### src/rtl/imm_gen_pkg.sv
// Shared encodings for the RV32 immediate generator: format selects, opcodes, funct3 shift codes.
package imm_gen_pkg;

  localparam int XLEN = 32;

  typedef enum logic [2:0] {
    IMM_I     = 3'd0,
    IMM_S     = 3'd1,
    IMM_B     = 3'd2,
    IMM_U     = 3'd3,
    IMM_J     = 3'd4,
    IMM_SHAMT = 3'd5,
    IMM_ZIMM  = 3'd6,
    IMM_AUTO  = 3'd7
  } imm_fmt_e;

  localparam logic [6:0] OPC_LOAD   = 7'b0000011;
  localparam logic [6:0] OPC_OPIMM  = 7'b0010011;
  localparam logic [6:0] OPC_JALR   = 7'b1100111;
  localparam logic [6:0] OPC_SYSTEM = 7'b1110011;
  localparam logic [6:0] OPC_STORE  = 7'b0100011;
  localparam logic [6:0] OPC_BRANCH = 7'b1100011;
  localparam logic [6:0] OPC_LUI    = 7'b0110111;
  localparam logic [6:0] OPC_AUIPC  = 7'b0010111;
  localparam logic [6:0] OPC_JAL    = 7'b1101111;

  localparam logic [2:0] F3_SLL     = 3'b001;
  localparam logic [2:0] F3_SRL_SRA = 3'b101;

endpackage

### src/rtl/imm_gen_fmt_dec.sv
// Opcode/funct3 to immediate-format decoder for the AUTO select; flags opcodes with no immediate.
// Latency: combinational. Backpressure: none. ZIMM mapping controlled by IMM_GEN_ZIMM_EN.
module imm_gen_fmt_dec
  import imm_gen_pkg::*;
(
  input  logic [6:0] opcode,
  input  logic [2:0] funct3,
  output imm_fmt_e   fmt,
  output logic       err
);

  always_comb begin
    fmt = IMM_I;
    err = 1'b0;
    case (opcode)
      OPC_LOAD, OPC_JALR: fmt = IMM_I;
      OPC_OPIMM: begin
        if (funct3 == F3_SLL || funct3 == F3_SRL_SRA) fmt = IMM_SHAMT;
        else                                          fmt = IMM_I;
      end
      OPC_SYSTEM: begin
`ifdef IMM_GEN_ZIMM_EN
        // csrr*i forms carry the zero-extended immediate in the rs1 field
        if (funct3[2]) fmt = IMM_ZIMM;
        else           fmt = IMM_I;
`else
        fmt = IMM_I;
`endif
      end
      OPC_STORE:           fmt = IMM_S;
      OPC_BRANCH:          fmt = IMM_B;
      OPC_LUI, OPC_AUIPC:  fmt = IMM_U;
      OPC_JAL:             fmt = IMM_J;
      default:             err = 1'b1;
    endcase
  end

endmodule

### src/rtl/imm_gen.sv
// RV32 immediate generator: selects/decodes a format and extracts the immediate by bit selection.
// Latency: 1 cycle, one request per cycle. Backpressure: none; optional ZIMM via IMM_GEN_ZIMM_EN.
module imm_gen
  import imm_gen_pkg::*;
(
  input  logic            clk,
  input  logic            reset_n,
  input  logic [XLEN-1:0] instr,
  input  logic [2:0]      imm_sel,
  input  logic            in_valid,
  output logic [XLEN-1:0] imm,
  output logic            out_valid,
  output logic            imm_err
);

  imm_fmt_e        dec_fmt;
  logic            dec_err;
  imm_fmt_e        fmt;
  logic            fmt_err;
  logic [XLEN-1:0] imm_nxt;
  logic            err_nxt;

  logic [XLEN-1:0] imm_d, imm_q;
  logic            err_d, err_q;
  logic            vld_d, vld_q;

  imm_gen_fmt_dec u_fmt_dec (
    .opcode (instr[6:0]),
    .funct3 (instr[14:12]),
    .fmt    (dec_fmt),
    .err    (dec_err)
  );

  always_comb begin
    fmt     = imm_fmt_e'(imm_sel);
    fmt_err = 1'b0;
    if (imm_fmt_e'(imm_sel) == IMM_AUTO) begin
      fmt     = dec_fmt;
      fmt_err = dec_err;
    end
  end

  // Pure wiring: every format is a selection/concatenation plus replication of the sign bit.
  always_comb begin
    imm_nxt = '0;
    err_nxt = fmt_err;
    if (!fmt_err) begin
      case (fmt)
        IMM_I:     imm_nxt = {{20{instr[31]}}, instr[31:20]};
        IMM_S:     imm_nxt = {{20{instr[31]}}, instr[31:25], instr[11:7]};
        IMM_B:     imm_nxt = {{19{instr[31]}}, instr[31], instr[7], instr[30:25], instr[11:8], 1'b0};
        IMM_U:     imm_nxt = {instr[31:12], 12'b0};
        IMM_J:     imm_nxt = {{11{instr[31]}}, instr[31], instr[19:12], instr[20], instr[30:21], 1'b0};
        IMM_SHAMT: imm_nxt = {27'b0, instr[24:20]};
`ifdef IMM_GEN_ZIMM_EN
        IMM_ZIMM:  imm_nxt = {27'b0, instr[19:15]};
`endif
        default:   err_nxt = 1'b1;
      endcase
    end
  end

  always_comb begin
    vld_d = in_valid;
    imm_d = imm_q;
    err_d = err_q;
    if (in_valid) begin
      imm_d = imm_nxt;
      err_d = err_nxt;
    end
  end

  always_ff @(posedge clk or negedge reset_n) begin
    if (!reset_n) begin
      imm_q <= '0;
      err_q <= 1'b0;
      vld_q <= 1'b0;
    end else begin
      imm_q <= imm_d;
      err_q <= err_d;
      vld_q <= vld_d;
    end
  end

  assign imm       = imm_q;
  assign imm_err   = err_q;
  assign out_valid = vld_q;

endmodule

### config.mk
export PLATFORM = sky130hd
export DESIGN_NAME = imm_gen
export DESIGN_NICKNAME = d
export VERILOG_FILES = /design/src/rtl/imm_gen_pkg.sv /design/src/rtl/imm_gen_fmt_dec.sv /design/src/rtl/imm_gen.sv
export SDC_FILE = /design/constraint.sdc
export NUM_CORES = 1
export LEC_CHECK = 0
export ABC_AREA = 1
export CAP_MARGIN = 20
export CELL_PAD_IN_SITES_DETAIL_PLACEMENT = 1
export CELL_PAD_IN_SITES_GLOBAL_PLACEMENT = 1
export CORE_AREA = 2 2 91 93
export DETAILED_ROUTE_END_ITERATION = 10
export DIE_AREA = 0 0 93 95
export PLACE_DENSITY_LB_ADDON = 0.1
export SETUP_SLACK_MARGIN = 0.05
export SLEW_MARGIN = 5
export SYNTH_ARGS = -nofsm -noshare
export SYNTH_HDL_FRONTEND = slang
export SYNTH_SLANG_ARGS = --single-unit
export TNS_END_PERCENT = 100
### constraint.sdc
create_clock -name clk -period 1.15 [get_ports clk]
set_clock_uncertainty 0.2 [all_clocks]
set_input_delay 0.2875 -clock clk [delete_from_list [all_inputs] [get_ports clk]]
set_output_delay 0.2875 -clock clk [all_outputs]
set_load 0.02 [all_outputs]
==> Flow_metrics.wiki, run 1 <==
{| class="wikitable"
! Metric !! Value
|-
| Buffering stage count on the worst path with inverters included || 4
|-
| Hpwl dp || 4560 um
|-
| Total count of hold-check failures in the final report || 0
|-
| Top FF cell, synth || sky130_fd_sc_hd__dfrtp_1
|-
| Sequential fraction of design power || 35.6%
|-
| Syn avg cell area || 7.12 um2
|-
| Ranking of synthesized cells by area || sky130_fd_sc_hd__dfrtp_1 (45%), sky130_fd_sc_hd__nand2_1 (30%), sky130_fd_sc_hd__nand2_2 (4.6%), sky130_fd_sc_hd__nand3_1 (4.5%), sky130_fd_sc_hd__nor2_4 (2.4%)
|-
| First DRT Iteration DRCs || 49
|-
| Worst setup slack before clock tree synthesis || -1.29 ns
|-
| Y dimension of the die || 95 um
|-
| Most common cell in the synthesized netlist || sky130_fd_sc_hd__nand2_1
|-
| Area of the core || 7930 um2
|-
| Share of cells above drive strength 1 || 53.4%
|-
| # DRC || 0
|-
| Routability congestion estimate || 0.760
|-
| Shortest clock period the worst path allows after layout || 1.67 ns
|-
| Die W || 93 um
|-
| TNS Setup || -20.74 ns
|-
| Number of global-route vias before repair || 2292
|-
| Class of the most critical hold timing path || in2reg
|-
| Maximum single-stage delay on the critical path || 0.22 ns
|-
| Post-synth ARST share || 100%
|-
| EDFF count, synth || 0
|-
| Starting density of the core || 23.9%
|-
| Synth top area share || 44.9%
|-
| Cell at the root of the clock tree || sky130_fd_sc_hd__clkbuf_8
|-
| Total routing resource utilization after global routing || 16.6%
|-
| #FFs+latches synth || 34
|-
| Sw power || 1350 uW
|-
| Final critical-path share of the clock period || 145%
|-
| Part of the power in the clock network || 23.8%
|-
| Standard cell with the maximum stage delay on the critical path || sky130_fd_sc_hd__nor2_4
|-
| Worst-path cell chain || buf_12 > inv_12 > nand2_4 > nor2_4 > nand3_4 > nand3_4 > nand2_4 > buf_4 > buf_4 > nand3_4 > nand2_1 > nand2_4 > nand2_2
|-
| Gate family responsible for the most delay along the worst path || simple AND/OR/NAND/NOR gates
|-
| H-tree levels || 2
|-
| Standby leakage power || 0.00203 uW
|-
| Register-to-Register Path Depth || 5
|-
| Slack of the critical path || -0.517 ns
|-
| Worst-skew pair later-pin latency || 0.28 ns
|-
| Relative max-transition margin || 84.5%
|-
| Number of antenna violations at the first check in global routing || 0
|-
| Total placed cells including tap cells || 473
|-
| Violated checks || setup timing
|-
| Syn_nets || 304
|-
| Average wire per standard cell || 13.6 um
|-
| Post-synthesis cell type with the largest combined area || sky130_fd_sc_hd__dfrtp_1
|-
| Post-Route WL || 7110 um
|-
| Number of cells in the finished layout apart from fillers || 521
|-
| Port bufs || 71
|-
| Antenna Nets Post-Route || 0
|-
| RSZ-0062 raised after global routing || true
|-
| Area of the mapped netlist || 1890 um2
|-
| Result of the run || finished, violations left
|-
| Internal cell power || 2680 uW
|-
| Hold depth || 5
|-
| Stages on the worst setup path || 13
|-
| Floorplan row count || 33
|-
| Synth unique cells || 23
|-
| Maximum clock rate || 600 MHz
|-
| Number of top-level pins || 72
|-
| Total via count after detailed routing || 2202
|-
| Max-slew violation total from the final report || 0
|-
| Power density cells || 1020 nW/um2
|-
| Number of instances in the synthesized netlist || 266
|-
| GR Overflow Total || 0
|-
| Sink count of the clock tree || 34
|-
| Clk pin slew, worst setup/hold paths || 0.08 ns
|-
| Sequential cell area fraction in the yosys report || 44.9%
|-
| Via count normalized by instance count || 4.23
|-
| Worst supply voltage drop on vdd || 0.420 mV
|-
| Biggest fanout along the worst timing path || 8
|-
| Worst Path Class, Setup || in2reg
|-
| Number of nets in the finished design || 453
|-
| Combinational group share of total power || 40.6%
|-
| Inserted Clock Buffers || 5
|-
| Category of the worst setup path launch point || input pin
|-
| Count of max-cap constraint violations || 0
|-
| Count of TritonRoute iterations in the first routing pass || 4
|-
| Final setup fails || 67
|-
| Most instantiated cells after synthesis || sky130_fd_sc_hd__nand2_1 (150), sky130_fd_sc_hd__dfrtp_1 (34), sky130_fd_sc_hd__nand3_1 (17), sky130_fd_sc_hd__nand2_2 (14), sky130_fd_sc_hd__nor2_1 (10)
|-
| Largest net degree at the start of global routing || 35
|-
| DIE AREA || 8840 um2
|-
| Antenna fix cells || 0
|-
| Slew at the pin closest to its max-slew limit || 0.233 ns
|-
| Worst EP required || 1.13 ns
|-
| Synth warnings || 0
|-
| Endpoint type of the worst setup path || register
|-
| Longest Clk Path Bufs || 2
|-
| Area overhead of the layout relative to synthesis || 108%
|-
| Global-route wire length before repair || 11300 um
|-
| Arrival time of data at the critical path endpoint || 1.64 ns
|-
| Net switching share of the total power || 33.5%
|-
| WHS || 0.128 ns
|-
| TritonCTS clock tree || built
|}
## worst reg2reg max path: stages (launching register included)
cell	delay [ns]
sky130_fd_sc_hd__dfrtp_1	0.39
sky130_fd_sc_hd__buf_4	0.14
sky130_fd_sc_hd__buf_4	0.12
sky130_fd_sc_hd__buf_4	0.12
sky130_fd_sc_hd__nand2_1	0.05
sky130_fd_sc_hd__nand2_1	0.05
## per-stage QoR
stage / total power, uW / area, um2 / utilization [%]
after floorplan: 1970 / 1980 / -
after global placement: 2670 / 3100 / 39.1
after detailed placement: 2680 / 3100 / 39.1
after CTS: 3970 / 3750 / 47.3
after global routing: 4270 / 3940 / 49.7
final: 4030 / 3940 / 49.7
## power groups by stage
stage / clock, uW / sequential (uW) / combinational [uW]
2_1_floorplan: 0 / 1590 / 382
3_3_place_gp: 0 / 1430 / 1240
3_5_place_dp: 0 / 1430 / 1250
4_1_cts: 988 / 1440 / 1540
5_1_grt: 1040 / 1450 / 1780
6_report: 957 / 1430 / 1640
## metal layers
| layer | share of wire (%) | GRT usage [%] | vias to the layer above | routed length [um] |
|---|---|---|---|---|
| li1 | - | - | 1122 | - |
| met5 | 0 | 0 | - | 0 |
| met3 | 3.0 | 3.03 | 10 | 213 |
| met2 | 52 | 28.6 | 44 | 3670 |
| met4 | 1.4 | 4.04 | 0 | 98 |
| met1 | 44 | 21.6 | 1026 | 3120 |
## cell usage in the layout, fill, tap and decap left out, drive strengths merged
master,netlist,final
a21oi,3,3
and3,1,1
buf,4,122
clkbuf,4,7
clkdlybuf4s15,0,1
clkdlybuf4s50,0,24
clkinv,1,3
clkinvlp,0,1
dfrtp,34,34
dlygate4sd3,0,1
inv,11,10
nand2,165,166
nand3,19,19
nand4,4,4
nor2,17,17
o21ai,3,3
## flip-flops by register name (all words and copies together) (netlist names)
name       cells
imm           32
imm_err        1
out_valid      1
## worst paths after layout
| path | start | endpoint | slack [ns] |
|---|---|---|---|
| setup / recovery | instr[3] | imm[16] | -0.52 |
| hold / removal | instr[12] | imm[12] | 0.13 |
| setup reg to reg | imm[31] | imm[31] | -0.01 |
| hold reg to reg | imm[11] | imm[11] | 0.31 |
| max in group asynchronous | reset_n | imm[0] | 0.27 |
| min in group asynchronous | reset_n | imm[11] | 0.29 |
## repair_timing
action,4_1_cts,5_1_grt
pin swaps,47,32
endpoints found under the setup margin,67,67
resized for setup,324,34
gates cloned,4,0
hold endpoints to repair,34,0
buffers inserted,22,16
hold buffers,1,0
## final cells by class
cell class	count	area (um2)
clock inverters	2	12.5
inverters	12	66.3
multi-input cells	213	1330
flip-flops and latches	34	851
fillers	937	3990
clock buffers	6	82.6
well taps	105	131
repair buffers	149	1470
## cell families after synthesis
family	share of synthesized area [%]
simple gates	48.2
flops	44.9
buf+inv	5.02
compound gates	1.78
No activity file was read; power rests on OpenSTA's default activity.
==> run 2, diff against run 1 <==
--- a/config.mk
+++ b/config.mk
@@ -10,6 +10,7 @@
 export CELL_PAD_IN_SITES_DETAIL_PLACEMENT = 1
 export CELL_PAD_IN_SITES_GLOBAL_PLACEMENT = 1
 export CORE_AREA = 2 2 91 93
+export CTS_CLUSTER_SIZE = 20
 export DETAILED_ROUTE_END_ITERATION = 10
 export DIE_AREA = 0 0 93 95
 export PLACE_DENSITY_LB_ADDON = 0.1
==> results of run 2 <==
Same layout as run 1: the final DEF is identical, and so are final timing and power.
==> run 3, diff against run 2 <==
--- a/config.mk
+++ b/config.mk
@@ -5,14 +5,13 @@
 export SDC_FILE = /design/constraint.sdc
 export NUM_CORES = 1
 export LEC_CHECK = 0
-export ABC_AREA = 1
 export CAP_MARGIN = 20
 export CELL_PAD_IN_SITES_DETAIL_PLACEMENT = 1
 export CELL_PAD_IN_SITES_GLOBAL_PLACEMENT = 1
-export CORE_AREA = 2 2 91 93
+export CORE_AREA = 2 2 89 91
 export CTS_CLUSTER_SIZE = 20
 export DETAILED_ROUTE_END_ITERATION = 10
-export DIE_AREA = 0 0 93 95
+export DIE_AREA = 0 0 91 93
 export PLACE_DENSITY_LB_ADDON = 0.1
 export SETUP_SLACK_MARGIN = 0.05
 export SLEW_MARGIN = 5
==> run 3 against run 2 <==
The flow still finishes with violations (setup timing). Design area fell by 7.2%. Sequential share of layout area rose by 1.7 points. Sequential power barely moved. Flip-flop and latch count did not move. Worst setup slack got worse by 0.23 ns. Critical path depth fell by 5. Maximum frequency fell by 12%. Register-to-register slack improved by 0.04 ns. Hold slack improved by 0.044 ns. Count of clock-buffer cells in the layout rose by 1. First-iteration DRC count fell by 51%. Clock power fell by 4.1%. Critical path type unchanged.
==> Flow_metrics.wiki, run 3 <==
{| class="wikitable"
! Metric !! Value
|-
| Area of the core || 7530 um2 (-5.1%)
|-
| Final setup fails || 67 (unchanged)
|-
| Port bufs || 71 (unchanged)
|-
| Arrival time of data at the critical path endpoint || 1.90 ns (+0.26 ns)
|-
| Number of top-level pins || 72 (unchanged)
|-
| Global-route wire length before repair || 10100 um (-11%)
|-
| Number of instances in the synthesized netlist || 183 (-31%)
|-
| Starting density of the core || 24.4% (+0.52 points)
|-
| Floorplan row count || 32 (-3.0%)
|-
| Synth warnings || 0 (unchanged)
|-
| Cell at the root of the clock tree || sky130_fd_sc_hd__clkbuf_8
|-
| Die W || 91 um (-2.2%)
|-
| Clk pin slew, worst setup/hold paths || 0.07 ns (about the same)
|-
| Maximum clock rate || 527 MHz (-12%)
|-
| Share of cells above drive strength 1 || 55.1% (+1.7 points)
|-
| Standby leakage power || 0.00167 uW (-18%)
|-
| Count of max-cap constraint violations || 0 (unchanged)
|-
| Count of TritonRoute iterations in the first routing pass || 4 (unchanged)
|-
| Relative max-transition margin || 66.7% (-18 points)
|-
| WHS || 0.172 ns (+0.0440 ns)
|-
| Final critical-path share of the clock period || 165% (+20 points)
|-
| Antenna fix cells || 0 (unchanged)
|-
| Via count normalized by instance count || 4.51 (+6.7%)
|-
| Antenna Nets Post-Route || 0 (unchanged)
|-
| Synth unique cells || 43 (+87%)
|-
| Worst reg2reg startpoint || imm[11]
|-
| Area of the mapped netlist || 1840 um2 (-3.0%)
|-
| Most frequent standard cell in the layout excluding fill and tap cells || sky130_fd_sc_hd__buf_4
|-
| Result of the run || finished, violations left
|-
| Most common cell in the synthesized netlist || sky130_fd_sc_hd__dfrtp_1
|-
| Total count of hold-check failures in the final report || 0 (unchanged)
|-
| Worst Setup SP || instr[2]
|-
| Violated checks || setup timing
|-
| Register-to-Register Path Depth || 4 (-1)
|-
| Y dimension of the die || 93 um (-2.1%)
|-
| Endpoint type of the worst setup path || register
|-
| Power density cells || 1060 nW/um2 (+4.0%)
|-
| Worst Path Class, Setup || in2reg
|-
| Flip-flop count of the largest register, all copies and words added || 32 (unchanged)
|-
| Fin area || 3650 um2 (-7.2%)
|-
| Worst supply voltage drop on vdd || 0.369 mV (-12%)
|-
| Slew at the pin closest to its max-slew limit || 0.499 ns (+0.266 ns)
|-
| Hpwl dp || 4340 um (-4.7%)
|-
| Number of antenna violations at the first check in global routing || 0 (unchanged)
|-
| Category of the worst setup path launch point || input pin
|-
| #FFs+latches synth || 34 (unchanged)
|-
| Area after DPL || 2990 um2 (-3.7%)
|-
| First DRT Iteration DRCs || 24 (-51%)
|-
| Worst R2R Setup Slack || 0.03 ns (+0.04 ns)
|-
| Class of the most critical hold timing path || in2reg
|-
| Most used cells in the layout excluding fill and tap cells || sky130_fd_sc_hd__buf_4 (51), sky130_fd_sc_hd__buf_6 (48), sky130_fd_sc_hd__dfrtp_1 (34)
|-
| Post-synthesis cell type with the largest combined area || sky130_fd_sc_hd__dfrtp_1
|-
| Post-synth ARST share || 100% (unchanged)
|-
| Slack of the critical path || -0.747 ns (-0.230 ns)
|-
| RSZ-0062 raised after global routing || true
|-
| GR Overflow Total || 0 (unchanged)
|-
| Max-slew violation total from the final report || 0 (unchanged)
|-
| Total placed cells including tap cells || 382 (-19%)
|-
| Number of global-route vias before repair || 2027 (-12%)
|-
| Inserted Clock Buffers || 5 (unchanged)
|-
| Shortest clock period the worst path allows after layout || 1.90 ns (+0.230 ns)
|-
| Largest net degree at the start of global routing || 35 (unchanged)
|-
| Reg-to-reg endpoint || imm[11]
|-
| Post-Route WL || 6430 um (-9.6%)
|-
| Worst-skew pair later-pin latency || 0.28 ns (about the same)
|-
| H-tree levels || 2 (unchanged)
|-
| Top FF cell, synth || sky130_fd_sc_hd__dfrtp_1
|-
| TritonCTS clock tree || built
|-
| Biggest fanout along the worst timing path || 8 (unchanged)
|-
| Syn avg cell area || 10.0 um2 (+41%)
|-
| Worst EP required || 1.15 ns (+0.02 ns)
|-
| Routability congestion estimate || 0.764 (+0.47%)
|-
| Ranking of synthesized cells by area || sky130_fd_sc_hd__dfrtp_1 (46%), sky130_fd_sc_hd__o22ai_2 (6.8%), sky130_fd_sc_hd__inv_1 (6.1%), sky130_fd_sc_hd__o22ai_1 (6.1%), sky130_fd_sc_hd__a21oi_1 (3.8%)
|-
| Longest Clk Path Bufs || 2 (unchanged)
|-
| Total via count after detailed routing || 1917 (-13%)
|-
| Synth top area share || 46.3% (+1.4 points)
|-
| DIE AREA || 8460 um2 (-4.2%)
|-
| Fill cell total of the finished layout || 861 (-8.1%)
|-
| Sequential cell area fraction in the yosys report || 46.3% (+1.4 points)
|-
| Number of nets in the finished design || 360 (-21%)
|-
| Sink count of the clock tree || 34 (unchanged)
|-
| Syn_nets || 221 (-27%)
|-
| # DRC || 0 (unchanged)
|-
| EDFF count, synth || 0 (unchanged)
|-
| Area overhead of the layout relative to synthesis || 98.9%
|-
| Destination of the critical timing path || imm[19]
|-
| Most instantiated cells after synthesis || sky130_fd_sc_hd__dfrtp_1 (34), sky130_fd_sc_hd__inv_1 (30), sky130_fd_sc_hd__o22ai_1 (18), sky130_fd_sc_hd__a21oi_1 (14), sky130_fd_sc_hd__nor2_1 (12)
|-
| Total routing resource utilization after global routing || 15.1% (-1.5 points)
|-
| Average wire per standard cell || 15.1 um (+11%)
|-
| Number of cells in the finished layout apart from fillers || 425 (-18%)
|}
[run 3: changes by cell type after synthesis, sizes merged, moves of 12 or more]
cell and delta:
a21oi +12, o22ai +28, inv +19, nand2 -155, nand3 -16
[run 3: per-stage QoR]
step	worst slack, ns	power, uW	util [%]	TNS, ns
after global routing	-0.832	4090	48.5	-30.79
after floorplan	-0.756	1980	-	-21.99
after detailed placement	-1.39	2650	39.7	-53.98
after global placement	-1.36	2640	39.7	-53.52
after CTS	-0.739	3810	46.1	-28.83
final	-0.747	3880	48.5	-27.99
[run 3: worst max-delay path, cell delays in order]
cell,delay (ns)
sky130_fd_sc_hd__buf_6,0.09
sky130_fd_sc_hd__or2_4,0.27
sky130_fd_sc_hd__or3_4,0.38
sky130_fd_sc_hd__a31oi_4,0.21
sky130_fd_sc_hd__buf_6,0.14
sky130_fd_sc_hd__o221ai_4,0.13
sky130_fd_sc_hd__o21bai_4,0.25
sky130_fd_sc_hd__o22ai_1,0.14
[run 3: logic make-up after synthesis]
| group | after synthesis | synth area share (%) |
|---|---|---|
| buf+inv | 38 | 8.45 |
| xor+xnor | 1 | 0.477 |
| flops | 34 | 46.3 |
| compound gates | 64 | 31.1 |
| simple gates | 46 | 13.7 |
[run 3: what timing repair did]
item	CTS	global route
pin swaps	34	9
endpoints found under the setup margin	67	68
setup buffers	18	16
hold buffers	1	0
gates cloned	1	1
gates resized for setup	285	14
endpoints found under the hold margin	34	0
[run 3: final cells by class]
cell class                      instances  area (um2)  share of cell area, %
Inverter                               30         113                   3.08
Clock buffer                            7        86.3                   2.36
Sequential cell                        34         851                   23.3
Tap cell                              102         128                   3.49
Timing Repair Buffer                  140        1390                   38.1
Clock inverter                          1        5.00                  0.137
Multi-Input combinational cell        111        1080                   29.6
[run 3: per-layer routing]
layer	GRT usage (%)	vias to the layer above	routed length, um	share of wire, %
li1	-	932	-	-
met1	17.6	939	2620	41
met2	28.3	40	3500	54
met3	2.74	6	229	3.6
met4	4.17	0	72	1.1
met5	0	-	0	0
[run 3: worst min-delay path by stage]
stage / from / to / depth (start not counted)
3_3_place_gp: reset_n / imm[7] / 2
4_1_cts: instr[13] / imm[13] / 4
5_1_grt: instr[13] / imm[13] / 4
3_5_place_dp: reset_n / imm[7] / 2
6_report: instr[13] / imm[13] / 4
2_1_floorplan: reset_n / imm[0] / 0
[run 3: power breakdown]
| group | internal [uW] | leakage, uW | switching, uW |
|---|---|---|---|
| logic | 843 | 0.00119 | 687 |
| clock network | 483 | 0.0000482 | 435 |
| registers | 1330 | 0.000434 | 103 |
| total | 2660 | 0.00167 | 1230 |
